<file path="src/rtl/oam_dma_unit.sv">
// Sprite DMA between NesCpu and bus decode: a $4014 write stalls the CPU and copies one page to OAM ($2004).
// Optional macro OAM_DMA_CYCLE_COUNT_EN adds the dma_cycles output counting halted CPU cycles.
module oam_dma_unit #(
  parameter logic [15:0] DMA_REG_ADDR  = 16'h4014,
  parameter logic [15:0] OAM_DATA_ADDR = 16'h2004
) (
  input  logic        clock,
  input  logic        reset,
  input  logic        cpu_ce,
  input  logic [15:0] cpu_address,
  input  logic [7:0]  cpu_dataOut,
  input  logic        cpu_rw,
  input  logic [7:0]  bus_dataIn,
  output logic [15:0] bus_address,
  output logic [7:0]  bus_dataOut,
  output logic        bus_rw,
  output logic        cpu_halt,
  output logic        dma_active
`ifdef OAM_DMA_CYCLE_COUNT_EN
  ,
  output logic [9:0]  dma_cycles
`endif
);

  typedef enum logic [2:0] {
    S_IDLE,
    S_HALT,
    S_ALIGN,
    S_READ,
    S_WRITE
  } state_t;

  state_t     state_q, state_d;
  logic [7:0] page_q, page_d;
  logic [7:0] index_q, index_d;
  logic [7:0] buffer_q, buffer_d;
  logic       odd_q;
  logic       start;

  assign start = (state_q == S_IDLE) && !cpu_rw && (cpu_address == DMA_REG_ADDR);

  always_ff @(posedge clock or negedge reset) begin
    if (!reset) begin
      state_q  <= S_IDLE;
      page_q   <= 8'h00;
      index_q  <= 8'h00;
      buffer_q <= 8'h00;
      odd_q    <= 1'b0;
    end else if (cpu_ce) begin
      state_q  <= state_d;
      page_q   <= page_d;
      index_q  <= index_d;
      buffer_q <= buffer_d;
      odd_q    <= ~odd_q;
    end
  end

  // Next state is only committed on cpu_ce, so this block assumes a CPU cycle boundary.
  always_comb begin
    state_d  = state_q;
    page_d   = page_q;
    index_d  = index_q;
    buffer_d = buffer_q;
    case (state_q)
      S_IDLE: begin
        if (start) begin
          page_d  = cpu_dataOut;
          index_d = 8'h00;
          state_d = S_HALT;
        end
      end
      S_HALT: begin
        // Reads must land on even cycles; an even HALT needs one extra dummy cycle.
        state_d = odd_q ? S_READ : S_ALIGN;
      end
      S_ALIGN: begin
        state_d = S_READ;
      end
      S_READ: begin
        buffer_d = bus_dataIn;
        state_d  = S_WRITE;
      end
      S_WRITE: begin
        if (index_q == 8'hFF) begin
          state_d = S_IDLE;
        end else begin
          index_d = index_q + 8'h01;
          state_d = S_READ;
        end
      end
      default: state_d = S_IDLE;
    endcase
  end

  always_comb begin
    bus_address = cpu_address;
    bus_dataOut = cpu_dataOut;
    bus_rw      = cpu_rw;
    case (state_q)
      S_HALT, S_ALIGN: begin
        bus_rw = 1'b1;
      end
      S_READ: begin
        bus_address = {page_q, index_q};
        bus_rw      = 1'b1;
      end
      S_WRITE: begin
        bus_address = OAM_DATA_ADDR;
        bus_dataOut = buffer_q;
        bus_rw      = 1'b0;
      end
      default: ;
    endcase
  end

  assign dma_active = (state_q != S_IDLE);
  assign cpu_halt   = dma_active;

`ifdef OAM_DMA_CYCLE_COUNT_EN
  logic [9:0] cycles_q;

  always_ff @(posedge clock or negedge reset) begin
    if (!reset) begin
      cycles_q <= 10'd0;
    end else if (cpu_ce) begin
      if (start) begin
        cycles_q <= 10'd0;
      end else if (dma_active) begin
        cycles_q <= cycles_q + 10'd1;
      end
    end
  end

  assign dma_cycles = cycles_q;
`endif

endmodule

</file>
<file path="config.mk">
export PLATFORM = sky130hd
export DESIGN_NAME = oam_dma_unit
export DESIGN_NICKNAME = d
export VERILOG_FILES = /design/src/rtl/oam_dma_unit.sv
export SDC_FILE = /design/constraint.sdc
export NUM_CORES = 1
export LEC_CHECK = 0
export ABC_CLOCK_PERIOD_IN_PS = 1980
export CORE_MARGIN = 8
export CORE_UTILIZATION = 40
export DETAILED_ROUTE_END_ITERATION = 8
export HOLD_SLACK_MARGIN = 0.1
export PLACE_DENSITY = 0.71
export SLEW_MARGIN = 10
export SYNTH_ARGS = -nofsm -noshare
export SYNTH_HDL_FRONTEND = slang
export SYNTH_SLANG_ARGS = --single-unit
</file>
<file path="constraint.sdc">
create_clock -name clock -period 1.98 [get_ports clock]
set_input_delay 0.396 -clock clock [delete_from_list [all_inputs] [get_ports clock]]
set_output_delay 0.396 -clock clock [all_outputs]
set_load 0.03 [all_outputs]
</file>
==> out/metrics.csv, run 1 <==
stage,metric,value,unit
setup_path,reg2reg start,state_q[0],
logic_synthesis,Ys Warns,0,
run_status,failing checks,setup timing,
drt,met3 wire length,392,um
logic_synthesis,Avg Inst Size Synth,9.883,um^2
cells_and_area,Multi-input gate area,0.001254,mm^2
clock_tree,Num Clock Sinks,28,
logic_synthesis,post-synthesis async set-or-reset flop share,100.0,%
sta,clk_skew,1.305,ps
power,P per Cell Area,1398,mW/mm^2
clock_tree,Worst-Skew Late Latency,270,ps
placed_design,Post-DP Area,0.002904,mm^2
clock_tree,Inserted Clock Buffers,3,
sta,RSZ-0062 raised after global routing,yes,
flow_run,max-cap viol count,0,
floorplan,Die H,85.95,um
logic_synthesis,register area share after synthesis,35.81,%
setup_path,Worst EP required,1580,ps
floorplan,CORE AREA,0.004723,mm^2
sta,worst rel slew slack,74.13,%
drt,Top Layer Used,met4,
clock_tree,CTS tree,built,
setup_path,startpoint types,register,
logic_synthesis,Synth Flop Type,dfrtp_1,
drt,DR WL met2,3407,um
logic_synthesis,"EDFF count, synth",0,
logic_synthesis,ranking of synthesized cells by area,"dfrtp_1 36%, mux2_2 9.8%, a21oi_1 5.4%",
cells_and_area,area added between synthesis and finish,67.07,%
setup_path,Worst EP arrival,1670,ps
power,worst vdd ir,0.5888,mV
drt,Detailed Routing Iterations Pass 1,4,
floorplan,number of I/O pins,63,
setup_path,Worst Setup End Kind,output pin,
cells_and_area,# fillers,340,
power,total power,4.570,mW
logic_synthesis,share of the synthesized area in the top cell type,35.81,%
clock_tree,CTS root buffer,clkbuf_8,
placed_design,DP HPWL,4777,um
grt,pin count of the biggest net entering global routing,32,
floorplan,Cell Rows,25,
grt,antenna violations before repair,1,
cells_and_area,post-route cell area,0.003269,mm^2
sta,pins over their slew limit,0,
clock_tree,clk slew on worst S/H paths,100,ps
sta,FMAX,483.2,MHz
clock_tree,H-tree level count,1,
drt,Antenna Nets Post-Route,0,
cells_and_area,Layout Nets,337,
setup_path,crit path launch,state_q[1],
logic_synthesis,"area leader, netlist",dfrtp_1,
drt,First DRT Iteration DRCs,128,
logic_synthesis,count of different cell masters after synthesis,53,
floorplan,Die W,85.95,um
logic_synthesis,Post-synth top cells,"28 x dfrtp_1, 21 x a21oi_1, 19 x nor2_1",
worst_hold_path,worst min path class,register to register,
logic_synthesis,synthesized area,0.001957,mm^2
floorplan,die area,0.007387,mm^2
grt,Tot GR Track Use,17.57,%
run_status,status,"complete, but fails checks",
grt,total gr overflow,0,
sta,Final period util,104.5,%
sta,Slew @ Worst Pin,388.0,ps
cells_and_area,Seq. cell area,701.9,um^2
floorplan,Starting Density,41.43,%
power,Pleak,1.407,nW
drt,routed wire length,6780,um
grt,vias in the first global route,2019,
cells_and_area,layout cells sized above 1,47.16,%
setup_path,kind of critical path,register to output pin,
grt,global-route wire length before repair,10340,um
clock_tree,hold bufs inserted after CTS,0,
logic_synthesis,top-count cell post-synth,dfrtp_1,
sta,final setup margin,-89.69,ps
drt,via count,2022,
sta,final hold vios,0,
placed_design,port bufs,62,
logic_synthesis,Post-Synthesis Net Count,235,
logic_synthesis,Synth Register Bits,28,
drt,Avg Vias per Cell,5.510,
worst_hold_path,HP Start,odd_q,
placed_design,routability cong.,0.8976,
drt,WL per Instance,18.47,um
setup_path,worst-path maximum fanout,5,
logic_synthesis,synthesized instance count,198,
clock_tree,clk buf depth,2,
drt,met1 wire length,2807,um
drt,DRC,0,
sta,fin crit period,2070,ps
sta,endpoints failing setup,22,
==> power by group <==
part           total, mW  leakage, nW  switching (mW)  internal, mW
sequential         0.862        0.357           0.136         0.726
clock              0.367       0.0288           0.189         0.178
combinational       3.34         1.02            1.72          1.62
==> metal layers <==
layer	global-route usage, %	up-vias
li1	-	955
met1	21.48	983
met2	29.74	76
met3	2.579	8
met4	7.484	0
met5	0	-
==> critical path: stages, from the launching register on <==
cell and delay, ps:
dfrtp_1 410, buf_6 120, nor2b_4 120, buf_12 130
buf_12 120, buf_6 110, o22ai_1 150, nor2_1 60
buf_4 160
==> cell usage in the layout, fill, tap and decap left out, types with 3 or more instances in the layout <==
cell type	count
nor2_1	12
a21oi_1	20
o211ai_1	3
nor2_2	7
buf_12	10
o21ai_0	6
buf_4	48
o21ai_1	3
mux2_2	17
o22ai_1	10
nand3_1	6
o22ai_2	4
clkdlybuf4s50_1	34
inv_1	6
clkbuf_8	4
dfrtp_1	27
clkbuf_16	3
buf_6	13
mux2_4	7
nand2_1	7
==> layout make-up <==
type                    instances  area share [%]
multi-input cells             150           38.35
repair buffers                110           35.06
diodes                          1         0.07654
flip-flops and latches         28           21.47
inverters                       7          0.8037
well taps                      67           2.564
clock buffers                   4           1.684
==> flip-flops by register name, indices dropped and copies added (netlist names) <==
name and flops:
buffer_q 8, index_q 8, odd_q 1, page_q 8, state_q 3
==> through the flow <==
| stage | util (%) | setup WS, ps | setup TNS, ps | std cells | hold WS, ps |
|---|---|---|---|---|---|
| finish | 69.22 | -89.69 | -627.8 | 367 | 477.7 |
| global route | 69.22 | -144.5 | -2201 | 367 | 501.1 |
| CTS | 64.40 | -59.49 | -250.6 | 360 | 490.8 |
| detailed placement | 61.48 | -170.5 | -2225 | 349 | 474.1 |
| global placement | 61.48 | -123.3 | -1664 | 349 | 458.6 |
| floorplan | - | -85.72 | -171.4 | 198 | 100.4 |
==> worst paths after layout <==
path / end / slack (ps) / depth (start not counted)
max: bus_address[11] / -90 / 8
min in group asynchronous: index_q[0] / 490 / 2
max in group asynchronous: state_q[2] / 1180 / 2
max reg2reg: page_q[0] / 120 / 6
min reg2reg: odd_q / 480 / 1
min: odd_q / 480 / 1
==> timing repair <==
action | in CTS | in global routing
setup endpoints to repair | 23 | 26
gates resized for setup | 56 | 30
setup buffers | 5 | 5
gates cloned | 2 | 2
pin swaps | 5 | 8
==> logic make-up (layout without fill, tap and decap cells) <==
| family | Yosys count | after routing | synth area share (%) |
|---|---|---|---|
| xor+xnor | 1 | 1 | 0.4477 |
| simple gates | 57 | 58 | 20.78 |
| buf+inv | 21 | 121 | 5.946 |
| other cells | 0 | 1 | 0 |
| fa+ha+maj | 1 | 1 | 0.6393 |
| compound gates | 65 | 65 | 20.72 |
| mux | 25 | 25 | 15.66 |
| flops | 28 | 28 | 35.81 |
(Power assumes the default switching activity.)
==> run 2: changes to the inputs <==
--- a/config.mk
+++ b/config.mk
@@ -11,7 +11,10 @@
 export DETAILED_ROUTE_END_ITERATION = 8
 export HOLD_SLACK_MARGIN = 0.1
 export PLACE_DENSITY = 0.71
+export SKIP_CTS_REPAIR_TIMING = 1
+export SKIP_LAST_GASP = 1
 export SLEW_MARGIN = 10
 export SYNTH_ARGS = -nofsm -noshare
 export SYNTH_HDL_FRONTEND = slang
 export SYNTH_SLANG_ARGS = --single-unit
+export TNS_END_PERCENT = 20
==> run 2 against run 1 <==
- the run still ends with setup timing left
- final cell count is 4.4% lower
- sequential power is 3.2% higher
- critical path depth is 3 lower
- wire length is 8.9% lower
- utilization is 5.4 points lower
- die area stayed put
- sequential share of layout area is 1.9 points higher
- register-to-register slack better by 60 ps
==> out/metrics.csv, run 2 (same netlist as run 1, synthesis figures left out) <==
stage,metric,value,unit
clock_tree,H-tree level count,1,
floorplan,Die H,85.95,um
setup_path,"CP delay by family, top",flip-flops,
cells_and_area,fin util,63.84,%
cells_and_area,layout cells sized above 1,40.49,%
setup_path,kind of critical path,register to output pin,
cells_and_area,area added between synthesis and finish,54.09,%
power,P per Cell Area,1400,mW/mm^2
grt,pin count of the biggest net entering global routing,29,
sta,Slew @ Worst Pin,378.7,ps
drt,First DRT Iteration DRCs,85,
clock_tree,Inserted Clock Buffers,3,
sta,RSZ-0062 raised after global routing,yes,
run_status,status,"complete, but fails checks",
setup_path,Crit Reg-Reg Endpoint,page_q[0],
sta,Final period util,101.2,%
sta,final setup margin,-24.25,ps
setup_path,Worst R2R Setup Slack,180,ps
setup_path,Worst Setup End Kind,output pin,
drt,Avg Vias per Cell,5.365,
sta,worst rel slew slack,74.75,%
setup_path,worst-path maximum fanout,9,
setup_path,startpoint types,register,
run_status,failing checks,setup timing,
grt,Tot GR Track Use,16.03,%
clock_tree,clk slew on worst S/H paths,100,ps
cells_and_area,# fillers,380,
floorplan,Cell Rows,25,
cells_and_area,Seq. cell area,704.4,um^2
drt,Detailed Routing Iterations Pass 1,4,
clock_tree,Worst-Skew Late Latency,280,ps
cells_and_area,Layout Nets,322,
drt,WL per Instance,17.59,um
cells_and_area,Ant. Diodes,0,
floorplan,number of I/O pins,63,
sta,final hold vios,0,
grt,antenna violations before repair,0,
floorplan,Die W,85.95,um
cells_and_area,post-route cell area,0.003015,mm^2
clock_tree,CTS tree,built,
worst_hold_path,hold path cells,1,
worst_hold_path,worst min path class,register to register,
drt,routed wire length,6174,um
floorplan,die area,0.007387,mm^2
grt,global-route wire length before repair,9459,um
placed_design,DP HPWL,4650,um
cells_and_area,"commonest non-fill, non-tap cell in the layout",buf_4,
placed_design,Post-DP Area,0.002834,mm^2
setup_path,WP buf/inv,2,
placed_design,routability cong.,0.8910,
setup_path,Worst EP required,1580,ps
floorplan,Starting Density,41.43,%
worst_hold_path,endpoint with the worst hold slack,odd_q,
setup_path,Most common cell on crit path,buf_4,
setup_path,Worst EP arrival,1610,ps
power,Pleak,1.285,nW
sta,pins over their slew limit,0,
placed_design,port bufs,62,
power,worst vdd ir,0.6362,mV
sta,FMAX,498.9,MHz
clock_tree,clk buf depth,2,
setup_path,R2R cell count,6,
sta,clk_skew,8.995,ps
power,total power,4.221,mW
cells_and_area,Multi-input gate area,0.001189,mm^2
placed_design,"worst slack, placed",-171.0,ps
setup_path,cell breakdown of the critical path,nor2b_4 > buf_4 > nor2_1 > a311oi_2 > buf_4,
flow_run,max-cap viol count,0,
floorplan,CORE AREA,0.004723,mm^2
worst_hold_path,HP Start,odd_q,
clock_tree,CTS root buffer,clkbuf_8,
cells_and_area,Largest regs,"buffer_q x8, index_q x8, page_q x8",
sta,fin crit period,2004,ps
sta,endpoints failing setup,3,
grt,vias in the first global route,1829,
setup_path,max incr delay on CP,480,ps
clock_tree,Num Clock Sinks,28,
setup_path,Worst path slowest cell,dfrtp_2,
drt,Antenna Nets Post-Route,0,
drt,DRC,0,
cells_and_area,most frequent cells in the layout,"49 x buf_4, 35 x clkdlybuf4s50_1, 25 x dfrtp_1",
setup_path,reg2reg start,state_q[0],
grt,total gr overflow,0,
drt,via count,1883,
[run 2: cell count changes in the layout (fill, tap and decap cells not counted), sizes merged]
cell           delta
clkbuf            -4
buf              -11
bufinv            +1
clkdlybuf4s50     +1
nand2             -1
dlygate4sd2       -1
diode             -1
[run 2: cell type report]
| cell class | instances | share of cell area, % |
|---|---|---|
| inverters | 7 | 0.8714 |
| repair buffers | 96 | 31.20 |
| multi-input cells | 149 | 39.42 |
| clock buffers | 3 | 1.369 |
| flip-flops and latches | 28 | 23.36 |
| well taps | 67 | 2.780 |
| clock inverters | 1 | 0.9959 |
[run 2: how the worst max path moves through the flow]
stage | slack [ps] | to | start | depth (start not counted)
after floorplan | -90 | bus_address[3] | state_q[0] | 3
after global placement | -100 | page_q[0] | cpu_address[3] | 6
after global routing | -90 | bus_address[4] | state_q[2] | 5
final | -20 | bus_address[4] | state_q[2] | 5
after detailed placement | -170 | page_q[0] | cpu_address[3] | 6
after CTS | -260 | bus_address[0] | state_q[1] | 5
[run 2: through the flow]
stage               hold slack (ps)  TNS (ps)  std cells
detailed placement            454.3     -1544        342
floorplan                     100.4    -184.7        198
finish                        471.9    -28.40        351
CTS                           473.0     -3263        346
global route                  501.8    -846.6        351
global placement              457.3    -651.2        342
[run 2: report_power, final]
group / internal, mW / switching, mW
sequential: 0.730 / 0.160
clock: 0.271 / 0.196
combinational: 1.33 / 1.53
total: 2.33 / 1.89
[run 2: worst reg2reg max path, delay by kind of cell (launching register included)]
family	cells	cell delay, ps
simple gates	3	540
flops	1	490
buf+inv	2	340
mux	1	330
[run 2: per-layer routing]
metal	vias to the layer above	GRT usage (%)	share of wire [%]
met1	904	19.90	42
met3	6	3.056	5.7
met2	55	27.01	51
met4	0	5.096	1.4
met5	-	0	0
li1	918	-	-
